===== src/rtl/histogram_builder.sv =====
`default_nettype none
// ============================================================================
//  Module   : histogram_builder
//  Purpose  : Builds a 256-bin luminance histogram in an external RAM: clear,
//             then pipelined read-modify-write per pixel with write forwarding.
//  Revision : 1.0  initial release
// ============================================================================
module histogram_builder #(
    parameter int WORD_SIZE  = 20,
    parameter int NUM_PIXELS = 800*480
) (
    input  logic                 iClk,
    input  logic                 iRst,
    input  logic                 iStart,
    input  logic [7:0]           iPixel,
    input  logic                 iPixelValid,
    output logic                 oReady,
    output logic [7:0]           oAddrRdHist,
    input  logic [WORD_SIZE-1:0] iQHist,
    output logic [7:0]           oAddrWrHist,
    output logic [WORD_SIZE-1:0] oDataWrHist,
    output logic                 oWE,
    output logic [19:0]          oPixelCount,
    output logic                 oBusy,
    output logic                 oDone
);

    localparam logic [19:0]          c_NUM_PIXELS = 20'(NUM_PIXELS);
    localparam logic [WORD_SIZE-1:0] c_MAX        = {WORD_SIZE{1'b1}};
    localparam logic [WORD_SIZE-1:0] c_ONE        = {{(WORD_SIZE-1){1'b0}}, 1'b1};

    typedef enum logic [2:0] {
        ST_IDLE  = 3'd0,
        ST_CLEAR = 3'd1,
        ST_ACCUM = 3'd2,
        ST_DRAIN = 3'd3,
        ST_DONE  = 3'd4
    } state_t;

    state_t r_state, w_state_next;

    logic [1:0]           r_drain_cnt, w_drain_next;
    logic [19:0]          r_pixel_count;
    logic [7:0]           r_rd_addr;
    logic                 r_s1_valid;
    logic                 r_s2_valid;
    logic [7:0]           r_s2_bin;
    logic                 r_we, w_we_next;
    logic [7:0]           r_wr_addr, w_wa_next;
    logic [WORD_SIZE-1:0] r_wr_data, w_wd_next;
    logic                 r_w2_we;
    logic [7:0]           r_w2_addr;
    logic [WORD_SIZE-1:0] r_w2_data;

    logic                 w_ready;
    logic                 w_accept;
    logic                 w_last_accept;
    logic [WORD_SIZE-1:0] w_base;
    logic [WORD_SIZE-1:0] w_sum;

    // A start pulse aborts the frame, so a pixel offered alongside it is dropped.
    assign w_ready       = (r_state == ST_ACCUM) && (r_pixel_count < c_NUM_PIXELS);
    assign w_accept      = iPixelValid && w_ready && !iStart;
    assign w_last_accept = w_accept && (r_pixel_count == c_NUM_PIXELS - 20'd1);

    always_comb begin
        w_state_next = r_state;
        w_drain_next = r_drain_cnt;
        case (r_state)
            ST_IDLE:  w_state_next = ST_IDLE;
            ST_CLEAR: if (r_wr_addr == 8'hFF) w_state_next = ST_ACCUM;
            ST_ACCUM: begin
                if (w_last_accept) begin
                    w_state_next = ST_DRAIN;
                    w_drain_next = 2'd0;
                end
            end
            ST_DRAIN: begin
                if (r_drain_cnt == 2'd2) w_state_next = ST_DONE;
                else                     w_drain_next = r_drain_cnt + 2'd1;
            end
            ST_DONE:  w_state_next = ST_IDLE;
            default:  w_state_next = ST_IDLE;
        endcase
        if (iStart) w_state_next = ST_CLEAR;
    end

    // The RAM returns old data when read and written on the same edge, so the
    // write committing now (W1) and the one committed last cycle (W2) override it.
    always_comb begin
        w_base = iQHist;
        if (r_w2_we && (r_w2_addr == r_s2_bin)) w_base = r_w2_data;
        if (r_we && (r_wr_addr == r_s2_bin))    w_base = r_wr_data;
    end

    assign w_sum = (w_base == c_MAX) ? c_MAX : (w_base + c_ONE);

    always_comb begin
        w_we_next = r_s2_valid;
        w_wa_next = r_s2_bin;
        w_wd_next = w_sum;
        if (w_state_next == ST_CLEAR) begin
            w_we_next = 1'b1;
            w_wd_next = '0;
            w_wa_next = (r_state == ST_CLEAR && !iStart) ? (r_wr_addr + 8'd1) : 8'd0;
        end
    end

    always_ff @(posedge iClk) begin
        if (iRst) begin
            r_state       <= ST_IDLE;
            r_drain_cnt   <= 2'd0;
            r_pixel_count <= 20'd0;
            r_rd_addr     <= 8'd0;
            r_s1_valid    <= 1'b0;
            r_s2_valid    <= 1'b0;
            r_s2_bin      <= 8'd0;
            r_we          <= 1'b0;
            r_wr_addr     <= 8'd0;
            r_wr_data     <= '0;
            r_w2_we       <= 1'b0;
            r_w2_addr     <= 8'd0;
            r_w2_data     <= '0;
        end else begin
            r_state     <= w_state_next;
            r_drain_cnt <= w_drain_next;
            r_s1_valid  <= w_accept;
            r_s2_valid  <= r_s1_valid && !iStart;
            r_s2_bin    <= r_rd_addr;
            if (w_accept) r_rd_addr <= iPixel;
            r_we        <= w_we_next;
            r_wr_addr   <= w_wa_next;
            r_wr_data   <= w_wd_next;
            r_w2_we     <= r_we;
            r_w2_addr   <= r_wr_addr;
            r_w2_data   <= r_wr_data;
            // Count survives an abort and is only zeroed once the new clear completes.
            if (r_state == ST_CLEAR && w_state_next == ST_ACCUM)
                r_pixel_count <= 20'd0;
            else if (w_accept)
                r_pixel_count <= r_pixel_count + 20'd1;
        end
    end

    assign oReady      = w_ready;
    assign oAddrRdHist = r_rd_addr;
    assign oAddrWrHist = r_wr_addr;
    assign oDataWrHist = r_wr_data;
    assign oWE         = r_we;
    assign oPixelCount = r_pixel_count;
    assign oBusy       = (r_state == ST_CLEAR) || (r_state == ST_ACCUM) || (r_state == ST_DRAIN);
    assign oDone       = (r_state == ST_DONE);

endmodule
`default_nettype wire

===== config.mk =====
export PLATFORM = sky130hd
export DESIGN_NAME = histogram_builder
export DESIGN_NICKNAME = d
export VERILOG_FILES = /design/src/rtl/histogram_builder.sv
export SDC_FILE = /design/constraint.sdc
export NUM_CORES = 1
export LEC_CHECK = 0
export BUFFER_PORTS_ARGS = -buffer_cell sky130_fd_sc_hd__buf_2
export CAP_MARGIN = 30
export CORE_MARGIN = 2
export CORE_UTILIZATION = 50
export DETAILED_ROUTE_END_ITERATION = 12
export GPL_TIMING_DRIVEN = 0
export PLACE_DENSITY = 0.81
export SKIP_CTS_REPAIR_TIMING = 1
export SLEW_MARGIN = 20
export SYNTH_ARGS = -nofsm -noshare
export SYNTH_HDL_FRONTEND = slang
export SYNTH_SLANG_ARGS = --single-unit

===== constraint.sdc =====
create_clock -name iClk -period 3.1 [get_ports iClk]
set_input_delay 0.31 -clock iClk [delete_from_list [all_inputs] [get_ports iClk]]
set_output_delay 0.31 -clock iClk [all_outputs]
set_load 0.005 [all_outputs]

; ---- After elaboration in Yosys (flattened, before gate mapping)
; Index checks and enable logic that the tools add are counted.
[classes]
addsub = 4
mul = 0
n_div = 0
order_cmp = 1
eq_ne = 14
n_shift = 0
muxes = 14
n_bitwise = 0
reduce_logical = 16
[op_table]
columns = cell, count
row1 = 20-bit two-way mux, 3
row2 = "20-bit by 1-bit adder with 20-bit output, second input constant", 2
row3 = "20-bit by 19-bit == test with 1-bit output, second input constant", 1
row4 = "20-bit == test, second input constant", 1
row5 = "20-bit by 19-bit less-than comparator with 1-bit output, second input constant", 1
row6 = 8-bit == test, 2
row7 = 8-bit two-way mux, 2
row8 = 3-bit two-way mux, 4
row9 = "3-bit by 2-bit == test with 1-bit output, second input constant", 3
row10 = 1-bit logical AND, 9
row11 = 3-bit case mux with 3 select lines, 1
row12 = "8-bit by 1-bit adder with 8-bit output, second input constant", 1
row13 = "8-bit == test, second input constant", 1
row14 = "3-bit by 1-bit == test with 1-bit output, second input constant", 2
row15 = 2-bit two-way mux, 2
row16 = "2-bit inequality test, second input constant", 2
row17 = 2-bit case mux with 2 select lines, 1
row18 = 2-bit OR reduction, 2
row19 = "3-bit == test, second input constant", 1
row20 = 3-bit AND reduction, 1
row21 = "2-bit by 1-bit adder with 2-bit output, second input constant", 1
row22 = "2-bit == test, second input constant", 1
row23 = 1-bit logical OR, 2
row24 = 2-bit nonzero test, 1
row25 = 2 further kinds, 2
[totals]
ff_bits = 101
latch_bits = 0
mem_bits_rw = 0
rom_bits = 0
out_inout_bits = 60
elab_cells = 62
mem_count = 0

; ---- Longest topological paths before layout
; Gate-level depths: netlist of run 1.
[depth]
word_depth = 11
depth_mapped = 11

; ---- Worst setup path before layout of run 1
; OpenSTA, ideal clock, no wires.
[synth_timing]
path_type = register to register
from = register r_wr_addr[2], in the netlist oAddrWrHist[2]
to = register r_wr_data[10], in the netlist oDataWrHist[10]
setup_ns = 0.071
arrival_time_ns = 2.817
t_required_ns = 3.029
path_slack_ns = 0.212
stages_incl_launch_ff = 12
n_path_buf = 2
cell_sequence = dfxtp_1 > xnor2_1 > nand3_1 > or3_1 > buf_2 > a31oi_1 > ha_1 > o211ai_1 > nor4b_4 > nand3_4 > buf_6 > a21oi_2
[synth_via]
elab_chain_len = 6
[synth_rtl]
columns = item, line_no
row1 = from (decl), 49  ; logic [7:0] r_wr_addr, w_wa_next;
row2 = from (signal assigned), 132  ; r_wr_addr <= w_wa_next;
row3 = branches (longest 6 deep; another with 20-bit by 1-bit adder with 20-bit output), --
row4 = to (signal assigned), 133  ; r_wr_data <= w_wd_next;
row5 = to (decl), 50  ; logic [WORD_SIZE-1:0] r_wr_data, w_wd_next;
; Several ways; the timed one is not identified.
; A chain may end at the register's enable or synchronous reset.

; ---- Worst setup path in the final report of run 1
[layout_timing]
from = register r_s2_bin[7]
to = register r_wr_data[5], in the netlist oDataWrHist[5]
[layout_via]
elab_chain_len = 6
[layout_rtl]
columns = item, line_no
row1 = from (decl), 47  ; logic [7:0] r_s2_bin;
row2 = from (signal assigned), 129  ; r_s2_bin <= r_rd_addr;
row3 = 8-bit == test, 92  ; if (r_w2_we && (r_w2_addr == r_s2_bin)) w_base = r_w2_data;
row4 = 1-bit logical AND, 92
row5 = 20-bit two-way mux, 92
row6 = 20-bit two-way mux *, 93  ; if (r_we && (r_wr_addr == r_s2_bin)) w_base = r_wr_data;
row7 = 20-bit by 1-bit adder with 20-bit output or 20-bit == test (tied branches), 96  ; assign w_sum = (w_base == c_MAX) ? c_MAX : (w_base + c_ONE);
row8 = 20-bit two-way mux *, 96
; Every way passes the cells marked *; elsewhere a longest branch is shown, timed or not.

==> out/qor.txt, run 1 <==
Filler cell count: 775
TritonCTS clock tree: yes
CP Class: flop to flop
Period minus WS final: 3.06 ns
Number of global-route vias before repair: 4012
CP Max Fanout: 10
Pwr dens: 427 mW/mm²
Global route overflow: 0
Flops & latches, synth: 101
Actual slew at the worst max-slew pin: 0.706 ns
Number of detailed-route iterations in the first pass: 4
Hold Crit Class: input port to flop
Slew margin rel.: 52.8%
Mean Syn Cell Area: 9.33 µm²
Largest family of logic cells by synthesized area: simple AND/OR/NAND/NOR gates
Final Hold Vio Count: 0
Worst-path clk slew: 0.12 ns
Worst hold path depth: 2
ANT nets after route: 0
DRC viols: 0
Nets@finish: 660
Final Max Tran Viols: 0
Post-synthesis xor/xnor area fraction: 8.70%
Area delta synth->final: 23.4%
Initial cell density of the core: 51.7%
CP Data Arrival Time: 3.37 ns
Proportion of synthesized area in mux cells: 4.48%
Yosys top cell area share: 42.3%
M1 WL: 5060 µm
Core area: 0.00924 mm²
CP max stage cell: or3_4
Port Buffers: 89
Highest metal used: met4
Total wire length: 12300 µm
Top_reg_cell synth: dfxtp_1
H-Tree Depth: 3
Post-route setup slack: 0.0409 ns
Complex-gate fraction of the synthesized area: 15.7%
Post-Syn Nets: 548
Post-synthesis adder-cell area fraction: 1.05%
Commonest non-fill, non-tap cell in the layout: buf_2
Global-route wire length before repair: 18900 µm
Peak supply drop: 0.322 mV
TritonCTS buffer count: 9
Met2 wire length: 6240 µm
Synth warnings: 0
Die ar.: 0.0104 mm²
Wire per inst: 16.2 µm
Simple-gate area share of the yosys netlist: 25.4%
Max Clk Rate: 327 MHz
Crit-path cells: xnor2_1, nand4_1, or3_4, buf_4, a31oi_4, ha_4, o211ai_1, nor4b_4, buf_4, nand3_4, buf_12, a21oi_2
Vias/cell: 5.55
Worst skew pair latency: 0.40 ns
Clock Sinks: 101
Post-synth ARST share: 0%
Synthesized area: 0.00478 mm²
Area contributors post-synth: dfxtp_1 42%, nor2b_1 5.2%, xnor2_1 4.4%
Final Power: 2.52 mW
# IOs: 92
Rows: 35
Wire length on met3: 777 µm
Post-synth EDFFs: 0
Final setup vio count: 0
Chip height: 102 µm
Crit path top cell by count: buf_4
Initial antenna violation count: 0
GPL Wtd Cong: 0.895
Worst Reg-to-Reg Cells: 12
Static Leak: 2.42 nW
CTS max path bufs: 2
Status: completed
Slowest stage delay, CP: 0.40 ns
ANT cells: 0
Post-DP HPWL: 8810 µm
Tcrit/Tclk final: 98.7%
Post-synthesis sequential area ratio: 42.3%
Post-synth cell types: 68
Share of layout cells above drive strength 1: 29.7%
DRT iter0 DRCs: 204
Maxcap violations: 0
Die W: 102 µm
Gr usage total: 23.4%
CP endpoint kind: flop
Clk root buf: clkbuf_8
Most frequent cells in the layout: 90 x buf_2, 85 x dfxtp_1, 43 x nor2_1
Largest net degree at the start of global routing: 23
Area leader, netlist: dfxtp_1
Vias: 4204
Clock skew: 0.0206 ns
Worst EP required: 3.42 ns
Cell count after synthesis: 512
Worst slack at placement: -0.349 ns
Setup crit start kind: flop
-- layer usage --
metal,vias up,track usage [%]
li1,2063,-
met5,-,0
met1,1978,28.3
met3,22,4.83
met4,0,8.00
met2,141,41.4
-- cell usage after synthesis (2+ instances only) --
| library cell | number |
|---|---|
| dfxtp_1 | 101 |
| nor2_1 | 43 |
| nor2b_1 | 40 |
| nand2_1 | 37 |
| xnor2_1 | 24 |
| nand3_1 | 22 |
| mux2i_1 | 18 |
| a21oi_1 | 17 |
| o21ai_0 | 17 |
| xor2_1 | 16 |
| clkbuf_1 | 14 |
| and3_1 | 12 |
| a21oi_2 | 10 |
| inv_1 | 10 |
| a31oi_1 | 9 |
| nand4_1 | 9 |
| or3_1 | 9 |
| nor3_1 | 8 |
| o22a_1 | 8 |
| nor4_1 | 6 |
| a211oi_1 | 5 |
| a21o_1 | 4 |
| a2bb2oi_1 | 4 |
| ha_1 | 4 |
| xnor2_2 | 4 |
| a22oi_1 | 3 |
| mux2_2 | 3 |
| nand3b_1 | 3 |
| nor3_2 | 3 |
| o31a_1 | 3 |
| a2111oi_0 | 2 |
| a311oi_1 | 2 |
| and4b_1 | 2 |
| buf_2 | 2 |
| nor4b_4 | 2 |
| o211a_1 | 2 |
| o21a_1 | 2 |
| or4_1 | 2 |
-- power breakdown --
group	switching [mW]	internal, mW	leakage [nW]
clock	0.550	0.338	0.110
combinational	0.171	0.122	1.48
sequential	0.0194	1.32	0.826
-- registers in the layout, summed over array words and instances (netlist names) --
register,count
r_w2_addr,8
oWE,1
r_s1_valid,1
r_w2_we,1
r_state,3
r_s2_valid,1
r_w2_data,20
r_s2_bin,8
oAddrWrHist,8
oPixelCount,20
r_drain_cnt,2
oAddrRdHist,8
oDataWrHist,20
-- critical path: cells and delay by family, from the launching register on --
| family | cells | cell delay, ns |
|---|---|---|
| fa+ha+maj | 1 | 0.19 |
| buf+inv | 3 | 0.60 |
| compound gates | 3 | 0.51 |
| simple gates | 4 | 1.01 |
| flops | 1 | 0.39 |
| xor+xnor | 1 | 0.26 |
-- kinds of logic (layout without fill, tap and decap cells) --
kind of cell             count (synthesis)  count (layout)
adder cells (fa/ha/maj)                  4               4
buffers and inverters                   28             145
AND/OR/NAND/NOR                        212             212
AO/OA/AOI/OAI                          102             102
flip-flops                             101             101
multiplexers                            21              21
XOR/XNOR                                44              44
-- worst paths after layout --
kind         slack, ns         from              to
min               0.13    iPixel[2]  oAddrRdHist[2]
min reg2reg       0.45   r_s2_valid             oWE
max               0.04  r_s2_bin[7]  oDataWrHist[5]
max reg2reg       0.04  r_s2_bin[7]  oDataWrHist[5]
-- final cells by class --
type,count,area (µm²),share of cell area [%]
multi-input combinational,383,2800,47.5
clock inverter,7,101,1.72
sequential,101,2050,34.7
buffer,18,90.1,1.53
inverter,10,37.5,0.637
timing repair buffer,101,536,9.09
clock buffer,9,124,2.10
tap,129,161,2.74
-- stage by stage --
step / hold slack, ns / utilization (%) / cell area, µm² / std cells / setup TNS [ns]
2_1_floorplan: 0.411 / - / 4780 / 512 / 0
3_5_place_dp: 0.419 / 58.3 / 5380 / 730 / -4.83
3_3_place_gp: 0.425 / 58.3 / 5380 / 730 / -3.39
4_1_cts: 0.124 / 60.7 / 5610 / 746 / -5.79
5_1_grt: 0.126 / 63.8 / 5890 / 758 / -0.895
6_report: 0.127 / 63.8 / 5890 / 758 / 0
No activity file was read; power rests on OpenSTA's default activity.
==> inputs of run 2 (changes only) <==
- CORE_UTILIZATION: 50 -> 55
- PLACE_DENSITY: 0.81 -> 0.84
- clock period: 3.1 -> 3 ns (I/O delays scaled with it)
==> run 2 against run 1 <==
  * Fmax rose by 2.7%
  * Power grew 0.98%
  * First-iteration DRC count shrank 21%
  * Clock power decreased by 4.3%
  * Core utilization increased by 7.9 points
  * Global-route usage grew 0.92 points
  * Non-clock buffer count up 6
  * Via count is 3.3% higher
  * Die area down 8.7%
  * Critical path type unchanged
  * Largest power group unchanged
==> out/qor.txt, run 2 (synthesized netlist as in run 1, its figures left out) <==
Area delta synth->final: 24.5%
ANT nets after route: 0
H-Tree Depth: 3
Met2 Use GR: 42.5%
DRT iter0 DRCs: 162
Share of layout cells above drive strength 1: 31.5%
TritonCTS buffer count: 9
Clock skew: 0.0128 ns
Global route overflow: 0
Number of detailed-route iterations in the first pass: 5
ANT cells: 0
Worst-path clk slew: 0.11 ns
Maxcap violations: 0
Vias/cell: 5.87
M3 GR Usage: 4.03%
Die W: 97.2 µm
Total wire length: 12500 µm
Global-route wire length before repair: 18900 µm
Setup TNS: 0 ns
Core area: 0.00830 mm²
Max Clk Rate: 336 MHz
CP endpoint kind: flop
Final setup vio count: 0
Vias: 4341
Clk root buf: clkbuf_8
Static Leak: 2.44 nW
Actual slew at the worst max-slew pin: 0.731 ns
Period minus WS final: 2.98 ns
CP Data Arrival Time: 3.28 ns
Port Buffers: 89
Most frequent cells in the layout: 90 x buf_2, 85 x dfxtp_1, 43 x nor2_1
CP Class: flop to flop
Initial cell density of the core: 57.6%
Hold Crit Class: input port to flop
Util after Layout: 71.7%
Worst skew pair latency: 0.38 ns
GPL Wtd Cong: 0.916
Post-DP HPWL: 8670 µm
Status: completed
Slew margin rel.: 51.3%
CP Max Fanout: 10
Worst EP required: 3.31 ns
Peak supply drop: 0.282 mV
Number of global-route vias before repair: 4010
CTS max path bufs: 2
Clock Sinks: 101
Final Hold Vio Count: 0
TritonCTS clock tree: yes
Setup crit start kind: flop
Commonest non-fill, non-tap cell in the layout: buf_2
Gr usage total: 24.4%
Final Max Tran Viols: 0
DRC viols: 0
Chip height: 97.2 µm
Die ar.: 0.00945 mm²
Rows: 33
# IOs: 92
Largest net degree at the start of global routing: 20
Initial antenna violation count: 0
Tcrit/Tclk final: 99.3%
M1 GR Usage: 30.5%
Wire per inst: 17.0 µm
Nets@finish: 666
Grt peak-use layer: met2
Pwr dens: 427 mW/mm²
-- run 2: worst paths after layout --
check	start	to	slack (ns)	cells after the start
max	oAddrWrHist[0]	oDataWrHist[0]	0.02	12
min	iPixel[0]	oAddrRdHist[0]	0.14	2
max reg2reg	oAddrWrHist[0]	oDataWrHist[0]	0.02	12
min reg2reg	r_s2_valid	oWE	0.44	2
-- run 2: critical path: stages (launching register included) --
cell	delay, ns
dfxtp_2	0.38
xnor2_2	0.21
nand3_2	0.11
or3_4	0.44
buf_6	0.17
a31oi_4	0.24
ha_4	0.19
o211ai_1	0.17
nor4b_4	0.29
buf_4	0.19
nand3_4	0.16
buf_6	0.20
a21oi_1	0.15
-- run 2: final cells by class --
type	instances	area, µm²
fill	643	2350
multi-input combinational	383	2830
buffer	18	93.8
tap	105	131
timing repair buffer	107	602
clock inverter	7	68.8
inverter	10	37.5
sequential	101	2060
clock buffer	9	124
-- run 2: power breakdown --
group	total, mW	internal, mW	switching [mW]
Clock	0.850	0.322	0.528
Sequential	1.38	1.36	0.0221
Combinational	0.313	0.133	0.181
Total	2.54	1.81	0.731
-- run 2: routing by layer --
| layer | vias to the layer above | part of all wire, % |
|---|---|---|
| li1 | 2073 | - |
| met2 | 168 | 51 |
| met1 | 2068 | 41 |
| met3 | 32 | 6.3 |
| met4 | 0 | 2.4 |
| met5 | - | 0 |
-- run 2: metrics by stage --
stage / cells / setup WS (ns) / total power, mW / hold WS [ns] / instance area, µm²
finish: 740 / 0.0204 / 2.54 / 0.139 / 5950
global route: 740 / -0.0892 / 2.63 / 0.148 / 5950
CTS: 722 / -0.526 / 2.51 / 0.139 / 5550
detailed placement: 706 / -0.475 / 1.68 / 0.431 / 5350
global placement: 706 / -0.414 / 1.68 / 0.418 / 5350
floorplan: 512 / 0.112 / 1.60 / 0.411 / 4780
==> inputs of run 3 (changes only) <==
- MAX_ROUTING_LAYER: unset -> met4
==> run 3 against run 2 <==
  * Clock skew down 0.0026 ns
  * Core utilization up 0.48 points
  * Clock power down 1%
  * Register-to-register slack about the same
  * Critical endpoint is now oDataWrHist[7]
  * Hold slack better by 0.0050 ns
  * Routed wire length up 1.6%
  * Setup slack worse by 0.0081 ns
  * Highest routed layer unchanged
  * Largest cell class unchanged
  * Sequential share of layout area down 0.40 points
==> out/qor.txt, run 3 (synthesized netlist as in run 1, its figures left out) <==
Status: completed
Post-route setup slack: 0.0124 ns
Final Max Tran Viols: 0
Vias: 4340
Share of layout cells above drive strength 1: 31.8%
Worst slack at placement: -0.580 ns
Final setup vio count: 0
Filler cell count: 615
Number of detailed-route iterations in the first pass: 6
Clock Sinks: 101
ANT cells: 0
CP Class: flop to flop
Worst EP required: 3.30 ns
Maxcap violations: 0
Static Leak: 2.48 nW
Peak supply drop: 0.332 mV
Tcrit/Tclk final: 99.6%
Clock skew: 0.0101 ns
Die ar.: 0.00945 mm²
Chip height: 97.2 µm
TritonCTS buffer count: 9
Period minus WS final: 2.99 ns
Setup crit start kind: flop
Commonest non-fill, non-tap cell in the layout: buf_2
GPL Wtd Cong: 0.961
CP endpoint kind: flop
Util after Layout: 72.1%
# IOs: 92
Vias/cell: 5.82
CTS max path bufs: 2
Initial antenna violation count: 0
Largest net degree at the start of global routing: 20
Number of global-route vias before repair: 4084
Max Clk Rate: 335 MHz
Core area: 0.00830 mm²
Most frequent cells in the layout: 90 x buf_2, 85 x dfxtp_1, 43 x nor2_1
Die W: 97.2 µm
Wire per inst: 17.1 µm
Total wire length: 12700 µm
CP Data Arrival Time: 3.29 ns
Final Hold Vio Count: 0
H-Tree Depth: 3
Worst reg2reg startpoint: r_s2_bin[2]
Gr usage total: 25.4%
Rows: 33
Final Cell Area: 0.00599 mm²
Initial cell density of the core: 57.6%
Worst skew pair latency: 0.37 ns
Slew margin rel.: 48.3%
ANT nets after route: 0
Actual slew at the worst max-slew pin: 0.775 ns
CP Max Fanout: 6
Nets@finish: 672
DRC viols: 0
Hold Path Origin: iPixel[7]
Hold Crit Class: input port to flop
Post-DP HPWL: 8870 µm
Critical path origin: r_s2_bin[2]
Pwr dens: 424 mW/mm²
DRT iter0 DRCs: 205
Port Buffers: 89
TritonCTS clock tree: yes
Global-route wire length before repair: 19200 µm
Area delta synth->final: 25.3%
Worst-path clk slew: 0.11 ns
Clk root buf: clkbuf_8
Setup TNS: 0 ns
Global route overflow: 0
Placed Area: 0.00535 mm²
-- run 3: cell types whose count changed in the layout (fill, tap and decap cells not counted), moves of 2 or more --
cell	change
dfxtp_2	+4
xnor2_4	+2
buf_4	+6
xnor2_2	-4
clkinv_4	+2
xnor2_1	+2
dfxtp_4	-4
-- run 3: power by group --
group	internal, mW	total, mW	switching, mW
clock network	0.322	0.840	0.518
registers	1.36	1.38	0.0208
logic	0.135	0.318	0.183
-- run 3: final timing paths --
check / endpoint / slack (ns) / cells after the start
setup / recovery: oDataWrHist[7] / 0.01 / 11
hold reg to reg: oWE / 0.44 / 2
setup reg to reg: oDataWrHist[7] / 0.01 / 11
hold / removal: oAddrRdHist[7] / 0.14 / 2
-- run 3: layout make-up --
| class | instances | area (µm²) | share of cell area [%] |
|---|---|---|---|
| clock buffers | 9 | 124 | 2.07 |
| multi-input cells | 383 | 2840 | 47.4 |
| repair buffers | 113 | 647 | 10.8 |
| plain buffers | 18 | 93.8 | 1.57 |
| inverters | 10 | 37.5 | 0.627 |
| well taps | 105 | 131 | 2.19 |
| clock inverters | 7 | 70.1 | 1.17 |
| flip-flops and latches | 101 | 2050 | 34.2 |
-- run 3: routing by layer --
metal / global-route usage, % / wire length [µm] / vias up
li1: - / - / 2082
met1: 31.0 / 5250 / 2066
met2: 43.6 / 6570 / 171
met3: 3.88 / 738 / 21
met4: 7.69 / 197 / 0
met5: - / 0 / -
-- run 3: critical path, cell delays in order (launching register included) --
cell and delay [ns]:
dfxtp_2 0.37, xnor2_1 0.29, nand2_2 0.14, or4_4 0.53, a31oi_4 0.24, ha_4 0.20, o211ai_1 0.19, nor4b_4 0.31
buf_4 0.19, nand3_4 0.14, clkbuf_16 0.22, a21oi_2 0.11
-- run 3: metrics by stage --
step | hold slack (ns) | power (mW) | instances
final | 0.144 | 2.54 | 746
after floorplan | 0.411 | 1.60 | 512
after global routing | 0.151 | 2.63 | 746
after global placement | 0.418 | 1.68 | 706
after CTS | 0.142 | 2.50 | 722
after detailed placement | 0.427 | 1.69 | 706
